--- src/rtl/arb_mux_pkg.sv ---
// Shared types and helpers for the arbitrating bus multiplexer.
//   arb_mode_t : arbitration policy select (round-robin / fixed priority)
//   next_idx   : modulo-n increment used to advance the round-robin pointer
package arb_mux_pkg;

    typedef enum logic {
        ARB_RR    = 1'b0,
        ARB_FIXED = 1'b1
    } arb_mode_t;

    // Increment idx, wrapping to 0 at n (n need not be a power of two)
    function automatic int unsigned next_idx(input int unsigned idx, input int unsigned n);
        return (idx + 32'd1 >= n) ? 32'd0 : idx + 32'd1;
    endfunction

endpackage

--- src/rtl/arb_mux_reg_if.sv ---
// Source/sink bus bundle for arb_mux_reg.
//   in_data/in_valid/in_ready : N producer lanes, lane i at bits [i*WIDTH +: WIDTH]
//   out_data/out_src/out_valid/out_ready : single registered consumer port
//   slave  : view taken by the multiplexer
//   master : view taken by the producers/consumer driving it
interface arb_mux_reg_if #(
    parameter int unsigned N     = 4,
    parameter int unsigned WIDTH = 16
);
    logic [N*WIDTH-1:0]     in_data;
    logic [N-1:0]           in_valid;
    logic [N-1:0]           in_ready;
    logic [WIDTH-1:0]       out_data;
    logic [$clog2(N)-1:0]   out_src;
    logic                   out_valid;
    logic                   out_ready;

    modport slave (
        input  in_data, in_valid, out_ready,
        output in_ready, out_data, out_src, out_valid
    );

    modport master (
        output in_data, in_valid, out_ready,
        input  in_ready, out_data, out_src, out_valid
    );
endinterface

--- src/rtl/arb_mux_reg_rr_pick.sv ---
// Combinational rotate-priority encoder.
//   req     : request vector
//   ptr     : highest-priority index in round-robin mode
//   fixed   : 1 = ignore ptr, lowest index wins
//   gnt     : one-hot grant (zero when no request)
//   gnt_idx : index of the granted request
//   any     : at least one request present
module rr_pick #(
    parameter int unsigned N = 4
) (
    input  logic [N-1:0]         req,
    input  logic [$clog2(N)-1:0] ptr,
    input  logic                 fixed,
    output logic [N-1:0]         gnt,
    output logic [$clog2(N)-1:0] gnt_idx,
    output logic                 any
);
    localparam int unsigned IDX_W = $clog2(N);

    // Scan N positions starting at base, wrapping modulo N; first hit wins
    always_comb begin
        int unsigned base;
        int unsigned idx;
        gnt     = '0;
        gnt_idx = '0;
        any     = 1'b0;
        base    = fixed ? 32'd0 : 32'(ptr);
        idx     = 32'd0;
        for (int unsigned off = 0; off < N; off++) begin
            idx = base + off;
            if (idx >= N) begin
                idx = idx - N;
            end
            if (!any && req[idx]) begin
                any          = 1'b1;
                gnt[idx]     = 1'b1;
                gnt_idx      = IDX_W'(idx);
            end
        end
    end
endmodule

--- src/rtl/arb_mux_reg.sv ---
// N-to-1 arbitrating bus multiplexer with a registered output stage.
//   Clk, Reset_n : clock, asynchronous active-low reset
//   mode         : ARB_RR (round-robin) or ARB_FIXED (lowest index wins)
//   bus          : producer lanes in, registered consumer port out
// One word per cycle throughput: the output register reloads on the same
// edge it drains.
module arb_mux_reg
    import arb_mux_pkg::*;
#(
    parameter int unsigned WIDTH = 16,
    parameter int unsigned N     = 4
) (
    input  logic          Clk,
    input  logic          Reset_n,
    input  arb_mode_t     mode,
    arb_mux_reg_if.slave  bus
);
    localparam int unsigned IDX_W = $clog2(N);

    logic                 out_valid_q, out_valid_d;
    logic [WIDTH-1:0]     out_data_q,  out_data_d;
    logic [IDX_W-1:0]     out_src_q,   out_src_d;
    logic [IDX_W-1:0]     ptr_q,       ptr_d;

    logic [N-1:0]         gnt;
    logic [IDX_W-1:0]     gnt_idx;
    logic                 any;
    logic                 fixed;
    logic                 can_load;
    logic                 accept;
    logic [WIDTH-1:0]     sel_data;

    assign fixed = (mode == ARB_FIXED);

    rr_pick #(.N(N)) u_pick (
        .req     (bus.in_valid),
        .ptr     (ptr_q),
        .fixed   (fixed),
        .gnt     (gnt),
        .gnt_idx (gnt_idx),
        .any     (any)
    );

    assign can_load = !out_valid_q || bus.out_ready;
    assign accept   = any && can_load;

    // Gated by Reset_n so no source sees a handshake while reset is held
    assign bus.in_ready = (accept && Reset_n) ? gnt : '0;

    // One-hot data select
    always_comb begin
        sel_data = '0;
        for (int unsigned i = 0; i < N; i++) begin
            if (gnt[i]) begin
                sel_data = bus.in_data[i*WIDTH +: WIDTH];
            end
        end
    end

    // Next state of the output register and round-robin pointer
    always_comb begin
        out_valid_d = out_valid_q;
        out_data_d  = out_data_q;
        out_src_d   = out_src_q;
        ptr_d       = ptr_q;
        if (accept) begin
            out_valid_d = 1'b1;
            out_data_d  = sel_data;
            out_src_d   = gnt_idx;
            if (!fixed) begin
                ptr_d = IDX_W'(next_idx(32'(gnt_idx), N));
            end
        end else if (bus.out_ready) begin
            out_valid_d = 1'b0;
        end
    end

    always_ff @(posedge Clk or negedge Reset_n) begin
        if (!Reset_n) begin
            out_valid_q <= 1'b0;
            out_data_q  <= '0;
            out_src_q   <= '0;
            ptr_q       <= '0;
        end else begin
            out_valid_q <= out_valid_d;
            out_data_q  <= out_data_d;
            out_src_q   <= out_src_d;
            ptr_q       <= ptr_d;
        end
    end

    assign bus.out_valid = out_valid_q;
    assign bus.out_data  = out_data_q;
    assign bus.out_src   = out_src_q;
endmodule

--- src/flat_wrapper.sv ---
// flat-port wrapper written by rule: the top's interface ports become plain ports
module arb_mux_reg_flat import arb_mux_pkg::*;
#(
    parameter int unsigned WIDTH = 16,
    parameter int unsigned N     = 4
)
  (Clk, Reset_n, mode, bus_in_data, bus_in_valid, bus_out_ready, bus_in_ready, bus_out_data, bus_out_src, bus_out_valid);
  arb_mux_reg_if #(.N(N), .WIDTH(WIDTH)) bus_i ();
  input  logic Clk;
  input  logic Reset_n;
  input  arb_mode_t mode;
  input wire logic [$bits(bus_i.in_data)-1:0] bus_in_data;
  input wire logic [$bits(bus_i.in_valid)-1:0] bus_in_valid;
  input wire logic [$bits(bus_i.out_ready)-1:0] bus_out_ready;
  output wire logic [$bits(bus_i.in_ready)-1:0] bus_in_ready;
  output wire logic [$bits(bus_i.out_data)-1:0] bus_out_data;
  output wire logic [$bits(bus_i.out_src)-1:0] bus_out_src;
  output wire logic [$bits(bus_i.out_valid)-1:0] bus_out_valid;
  assign bus_i.in_data = bus_in_data;
  assign bus_i.in_valid = bus_in_valid;
  assign bus_i.out_ready = bus_out_ready;
  assign bus_in_ready = bus_i.in_ready;
  assign bus_out_data = bus_i.out_data;
  assign bus_out_src = bus_i.out_src;
  assign bus_out_valid = bus_i.out_valid;
  arb_mux_reg #(.WIDTH(WIDTH), .N(N)) u_core (.Clk(Clk), .Reset_n(Reset_n), .mode(mode), .bus(bus_i));
endmodule
--- config.mk ---
export PLATFORM = sky130hd
export DESIGN_NAME = arb_mux_reg_flat
export DESIGN_NICKNAME = d
export VERILOG_FILES = /design/src/rtl/arb_mux_pkg.sv /design/src/rtl/arb_mux_reg_if.sv /design/src/rtl/arb_mux_reg_rr_pick.sv /design/src/rtl/arb_mux_reg.sv /design/src/flat_wrapper.sv
export SDC_FILE = /design/constraint.sdc
export NUM_CORES = 1
export LEC_CHECK = 0
export ABC_CLOCK_PERIOD_IN_PS = 5800
export CAP_MARGIN = 5
export CORE_UTILIZATION = 35
export DETAILED_ROUTE_END_ITERATION = 6
export HOLD_SLACK_MARGIN = 0.15
export PLACE_DENSITY = 0.69
export SLEW_MARGIN = 30
export SYNTH_ARGS = -nofsm -noshare
export SYNTH_HDL_FRONTEND = slang
export SYNTH_SLANG_ARGS = --single-unit
--- constraint.sdc ---
create_clock -name Clk -period 5.8 [get_ports Clk]
set_input_delay 0.87 -clock Clk [delete_from_list [all_inputs] [get_ports Clk]]
set_output_delay 0.87 -clock Clk [all_outputs]
set_load 0.03 [all_outputs]
==> results of run 1 <==
==> critical path: stages <==
cell and delay [ps]:
sky130_fd_sc_hd__clkdlybuf4s50_1 560, sky130_fd_sc_hd__nand2b_1 330, sky130_fd_sc_hd__ha_1 530, sky130_fd_sc_hd__mux2i_1 150, sky130_fd_sc_hd__mux2i_1 360, sky130_fd_sc_hd__nand4_1 130
sky130_fd_sc_hd__a21bo_2 390, sky130_fd_sc_hd__or2_1 170, sky130_fd_sc_hd__nor2b_1 130, sky130_fd_sc_hd__clkdlybuf4s50_1 690
==> worst paths after layout <==
path,end,slack (ps),depth (start not counted)
hold reg to reg,u_core.bus.out_src[0],520,1
setup / recovery,bus_in_ready[1],600,10
setup reg to reg,u_core.ptr_q[1],2320,9
hold / removal,u_core.bus.out_src[0],520,1
max in group asynchronous,u_core.bus.out_data[11],4590,2
min in group asynchronous,u_core.bus.out_data[3],970,2
==> layout by cell type, fill, tap and decap left out, types with 2 or more instances in the layout <==
cell type and instances:
sky130_fd_sc_hd__o311a_1 16, sky130_fd_sc_hd__mux2i_1 5, sky130_fd_sc_hd__nand3_1 4, sky130_fd_sc_hd__o211ai_1 16, sky130_fd_sc_hd__o21bai_1 17, sky130_fd_sc_hd__nand2b_1 3, sky130_fd_sc_hd__clkdlybuf4s50_1 94, sky130_fd_sc_hd__buf_4 7
sky130_fd_sc_hd__mux4_2 2, sky130_fd_sc_hd__ha_1 9, sky130_fd_sc_hd__nand4_1 2, sky130_fd_sc_hd__clkbuf_8 3, sky130_fd_sc_hd__o2bb2ai_1 16, sky130_fd_sc_hd__nor3b_1 3, sky130_fd_sc_hd__mux2_2 3, sky130_fd_sc_hd__nor2_1 13
sky130_fd_sc_hd__nand2_1 32, sky130_fd_sc_hd__o21ai_0 22, sky130_fd_sc_hd__dfrtp_1 21, sky130_fd_sc_hd__inv_1 20
==> power by group through the flow <==
stage	logic, W	clock network (W)	registers [W]
after floorplan	0.000602	0	0.000363
after global placement	0.000982	0	0.000259
after detailed placement	0.000989	0	0.000260
after CTS	0.000995	0.000105	0.000259
after global routing	0.00108	0.000111	0.000269
final	0.000994	0.000100	0.000260
==> Yosys cell counts, drive strengths merged <==
| library cell | number | area share (%) |
|---|---|---|
| nand3b | 2 | 1.3 |
| nand2b | 3 | 0.89 |
| o211ai | 16 | 5.7 |
| a2bb2oi | 1 | 0.41 |
| ha | 9 | 5.3 |
| o22ai | 1 | 0.30 |
| mux2 | 3 | 1.6 |
| a21oi | 3 | 1.4 |
| o41ai | 1 | 0.41 |
| buf | 18 | 5.7 |
| nor3b | 3 | 1.1 |
| o311a | 16 | 7.6 |
| mux4 | 2 | 2.1 |
| nand2 | 33 | 6.0 |
| o2bb2ai | 16 | 6.6 |
| clkbuf | 5 | 0.89 |
| a21bo | 1 | 0.47 |
| nand4 | 2 | 0.59 |
| nand3 | 4 | 0.95 |
| nor2 | 13 | 2.3 |
| mux2i | 5 | 2.4 |
| a32oi | 1 | 0.41 |
| nor3 | 1 | 0.24 |
| o211a | 1 | 0.47 |
| a211oi | 1 | 0.36 |
| dfrtp | 21 | 25 |
| nor2b | 2 | 0.95 |
| o32ai | 1 | 0.41 |
| and3b | 1 | 0.41 |
| o31a | 1 | 0.41 |
| a221oi | 2 | 1.4 |
| or3 | 1 | 0.30 |
| o21bai | 17 | 6.0 |
| inv | 20 | 3.6 |
| or2 | 1 | 0.30 |
| a31oi | 1 | 0.30 |
| o21ai | 23 | 5.5 |
==> registers in the layout, indices dropped and copies added (netlist names) <==
name	cells
u_core.bus.out_data	16
u_core.bus.out_src	2
u_core.bus.out_valid	1
u_core.ptr_q	2
==> logic make-up (layout without fill, tap and decap cells) <==
| kind of cell | count (synthesis) | in the layout | synth area share, % |
|---|---|---|---|
| buffers and inverters | 43 | 125 | 10.2 |
| AND/OR/NAND/NOR | 66 | 66 | 15.3 |
| AO/OA/AOI/OAI | 103 | 103 | 38.2 |
| multiplexers | 10 | 10 | 6.10 |
| adder cells (fa/ha/maj) | 9 | 9 | 5.33 |
| flip-flops | 21 | 21 | 24.9 |
==> final cells by class <==
type	instances	area share, %
well taps	72	2.90
repair buffers	101	31.9
flip-flops and latches	21	16.9
clock buffers	4	1.45
multi-input cells	188	44.4
inverters	20	2.41
==> per-layer routing <==
layer,GRT usage (%),wire length (um),share of wire (%)
met1,27.7,2930,44
met2,36.4,3220,48
met3,4.23,394,5.9
met4,6.36,136,2.0
met5,0,0,0
==> stage by stage <==
step	setup WS, ps	cells
after detailed placement	675	402
after floorplan	1520	252
after global routing	351	406
after global placement	770	402
after CTS	658	406
final	604	406
==> impl_metrics.ini, run 1 <==
[yosys]
synth-seq-cells = 21
post_synthesis_cell_area_um2 = 2110
yosys_warnings = 0
ys_types = 46
synthesis.nets = 333
synth.avg_cell_area_um2 = 8.38
postSynthCellCount = 252
synth_sequential_area_ratio_pct = 24.9

[power]
peakVddDrop_mv = 0.211
internal_power_w = 0.000700
part_of_the_total_power_dissipated_in_combinational_logic_pct = 73.4
clock_power_share_pct = 7.4
total_power_w = 0.00135
cellLeakagePower_nw = 1.27
power_per_cell_area_nw_per_um2 = 435
p_sw_share_pct = 48.3
power.share.sequential_pct = 19.2
net-switching-power_w = 0.000654

[global_routing]
grt_util_all_layers_pct = 21.6
grt_pass1_vias = 2163
grt_max_degree = 36
grt_pass1_wl_mm = 10.7
grt_overflow_total = 0
number_of_antenna_violations_at_the_first_check_in_global_routing = 0

[floorplanning]
die_height_um = 79.7
std_cell_rows = 27
ios = 95
floorplan.initialDensity_pct = 37.2
fp.dieArea_um2 = 6350
die_width_um = 79.7
placeableCoreArea_um2 = 5680

[cts]
clock_sinks = 21
post_cts_buffers = 0
worstSkewPairLatency_ps = 260
clock_tree.htree_level_count = 1
cts_tree = done
clk_transition_reported_paths_ps = 80
ctsLongestPathBuffers = 2
cts_root_buf = sky130_fd_sc_hd__clkbuf_8
ctsHoldBuffers = 0
number_of_cts_inserted_buffers = 3
postCtsResizedCells = 0

[finish]
design.final.nets = 416
number_of_fill_cells = 554
final-seq-area_um2 = 526
area.growth.synth_to_final_pct = 47.3
final_layout_size_suffix_gt1_share_pct = 6.89
multiInputGateArea_um2 = 1380
n_antenna_cell = 0
final_util_pct = 54.8
final_area_um2 = 3110

[timing]
max_freq_mhz = 192
setup_tns_ps = 0
worst-slew-pin-transition_ps = 893
rsz_0062_raised_after_global_routing = false
final_period_minus_worst_setup_slack_ps = 5200
finalClockSkew_ps = 2.50
final-setup-viol-count = 0
final_hold_viol_count = 0
maxSlewViolCount = 0
timing.slew.headroom_pct = 40.5
fin_crit_sh_pct = 89.6
finalHoldWorstSlack_ps = 517

[worst_setup_path]
cp-startpoint = mode
worst-path-max-fanout = 17
critical_path_arrival_ps = 4330
critPathCaptureType = output port
timing.critical_path.from_type = input port
crit-reg2reg-launch = u_core.ptr_q[0]
setup.worst_path.class = in2out
required_ps = 4930

[placement]
placement.cell_area_um2 = 3070
gp_congestion = 0.940
dp_hpwl_mm = 4.85
io_buffer_count = 94

[worst_hold_path]
hold_class = reg2reg
hold_path_startpoint = u_core.bus.out_src[0]

[detailed_routing]
via_count = 2255
drt_pre_antenna_iters = 5
drt-initial-drc-count = 67
antenna_left = 0
post_drt_wl_per_cell_um = 16.5
drt_drc_violations_left = 0
totalWireLength_mm = 6.69
routed_vias_inst = 5.55

[outcome]
status = finished, final reports clean

[flow_run]
max_cap_viol_count = 0
Note: power is estimated with default switching activity, not from simulation.
==> run 2, diff against run 1 <==
REMOVE_ABC_BUFFERS = 1   (was unset)
==> impl_metrics.ini, run 2 (synthesis gave the netlist of run 1 again) <==
[outcome]
status = finished, final reports clean

[placement]
dp_hpwl_mm = 4.55
gp_congestion = 0.954
io_buffer_count = 94
placed_instances = 402

[finish]
layout_common_cells = 94 x sky130_fd_sc_hd__clkdlybuf4s50_1, 32 x sky130_fd_sc_hd__nand2_1, 22 x sky130_fd_sc_hd__o21ai_0, 21 x sky130_fd_sc_hd__dfrtp_1, 20 x sky130_fd_sc_hd__inv_1
number_of_fill_cells = 541
fin_cells = 406
design.final.nets = 416
layout.cells.most_common = sky130_fd_sc_hd__clkdlybuf4s50_1
n_antenna_cell = 0
largest_reg_flops = 16
final_layout_size_suffix_gt1_share_pct = 6.89
final_util_pct = 54.8
area.growth.synth_to_final_pct = 47.3

[timing]
timing.slew.headroom_pct = 40.8
rsz_0062_raised_after_global_routing = false
final_hold_viol_count = 0
max_freq_mhz = 193
setup_tns_ps = 0
final-setup-viol-count = 0
worst-slew-pin-transition_ps = 888
finalClockSkew_ps = 3.53
maxSlewViolCount = 0
final_period_minus_worst_setup_slack_ps = 5180
fin_crit_sh_pct = 89.4
finalHoldWorstSlack_ps = 531

[worst_setup_path]
critPathCaptureType = output port
setup.worst_path.class = in2out
required_ps = 4930
worst-path-max-fanout = 17
critical_path_arrival_ps = 4310
timing.critical_path.from_type = input port

[global_routing]
grt_pass1_vias = 2250
grt_overflow_total = 0
number_of_antenna_violations_at_the_first_check_in_global_routing = 0
grt_max_degree = 36
grt_util_all_layers_pct = 21.5
grt_pass1_wl_mm = 10.8

[power]
clock_power_share_pct = 7.7
part_of_the_total_power_dissipated_in_combinational_logic_pct = 73.0
peakVddDrop_mv = 0.206
net-switching-power_w = 0.000652
internal_power_w = 0.000699
power_per_cell_area_nw_per_um2 = 434
p_sw_share_pct = 48.3
power.share.sequential_pct = 19.3
cellLeakagePower_nw = 1.27

[cts]
number_of_cts_inserted_buffers = 3
cts_tree = done
ctsLongestPathBuffers = 2
cts_root_buf = sky130_fd_sc_hd__clkbuf_8
post_cts_buffers = 0
ctsHoldBuffers = 0
clk_transition_reported_paths_ps = 90
postCtsResizedCells = 0
worstSkewPairLatency_ps = 270
clock_tree.htree_level_count = 1
clock_sinks = 21

[detailed_routing]
post_drt_wl_per_cell_um = 16.2
drt-initial-drc-count = 120
drt_drc_violations_left = 0
antenna_left = 0
totalWireLength_mm = 6.59
via_count = 2241
drt_pre_antenna_iters = 4
routed_vias_inst = 5.52

[floorplanning]
ios = 95
std_cell_rows = 27
die_height_um = 79.7
floorplan.initialDensity_pct = 37.2
die_width_um = 79.7
placeableCoreArea_um2 = 5680
fp.dieArea_um2 = 6350

[flow_run]
max_cap_viol_count = 0

[worst_hold_path]
hold_class = reg2reg
[run 2: cell counts in the layout (fill, tap and decap cells not counted)]
Identical to the previous run, type by type.
[run 2: area by class of cell]
cell class / instances / area, um2 / share of cell area [%]
Clock buffer: 4 / 45.0 / 1.45
Inverter: 20 / 75.1 / 2.41
Multi-Input combinational cell: 188 / 1380 / 44.4
Sequential cell: 21 / 526 / 16.9
Tap cell: 72 / 90.1 / 2.90
Timing Repair Buffer: 101 / 993 / 31.9
[run 2: metrics by stage]
stage / worst slack [ps] / power, W / cell area (um2)
after floorplan: 1240 / 0.000899 / 1970
after global placement: 740 / 0.00124 / 3070
after global routing: 363 / 0.00146 / 3110
final: 616 / 0.00135 / 3110
after CTS: 645 / 0.00136 / 3110
after detailed placement: 649 / 0.00125 / 3070
[run 2: power by group through the flow]
| stage | logic [W] | registers (W) | clock network, W |
|---|---|---|---|
| detailed placement | 0.000987 | 0.000261 | 0 |
| floorplan | 0.000530 | 0.000369 | 0 |
| global placement | 0.000976 | 0.000262 | 0 |
| CTS | 0.000988 | 0.000261 | 0.000108 |
| finish | 0.000986 | 0.000261 | 0.000103 |
| global route | 0.00108 | 0.000271 | 0.000112 |
[run 2: final timing paths]
kind | start | to | slack, ps | cells past startpoint
max | mode | bus_in_ready[1] | 620 | 10
min | u_core.bus.out_src[0] | u_core.bus.out_src[0] | 530 | 1
max reg2reg | u_core.ptr_q[0] | u_core.ptr_q[1] | 2240 | 9
min reg2reg | u_core.bus.out_src[0] | u_core.bus.out_src[0] | 530 | 1
max in group asynchronous | Reset_n | u_core.bus.out_data[1] | 4590 | 2
min in group asynchronous | Reset_n | u_core.bus.out_data[9] | 960 | 2
[run 2: critical path: stages]
cell,delay [ps]
sky130_fd_sc_hd__clkdlybuf4s50_1,560
sky130_fd_sc_hd__nand2b_1,350
sky130_fd_sc_hd__ha_1,550
sky130_fd_sc_hd__mux2i_1,140
sky130_fd_sc_hd__mux2i_1,330
sky130_fd_sc_hd__nand4_1,130
sky130_fd_sc_hd__a21bo_2,400
sky130_fd_sc_hd__or2_1,170
sky130_fd_sc_hd__nor2b_1,130
sky130_fd_sc_hd__clkdlybuf4s50_1,670
[run 2: per-layer routing]
layer  GRT usage (%)  routed length [um]  vias up
met5               0                   0        -
li1                -                   -     1096
met1            28.6                2990     1047
met4            5.27                  27        0
met2            36.1                3090       94
met3            3.31                 479        4
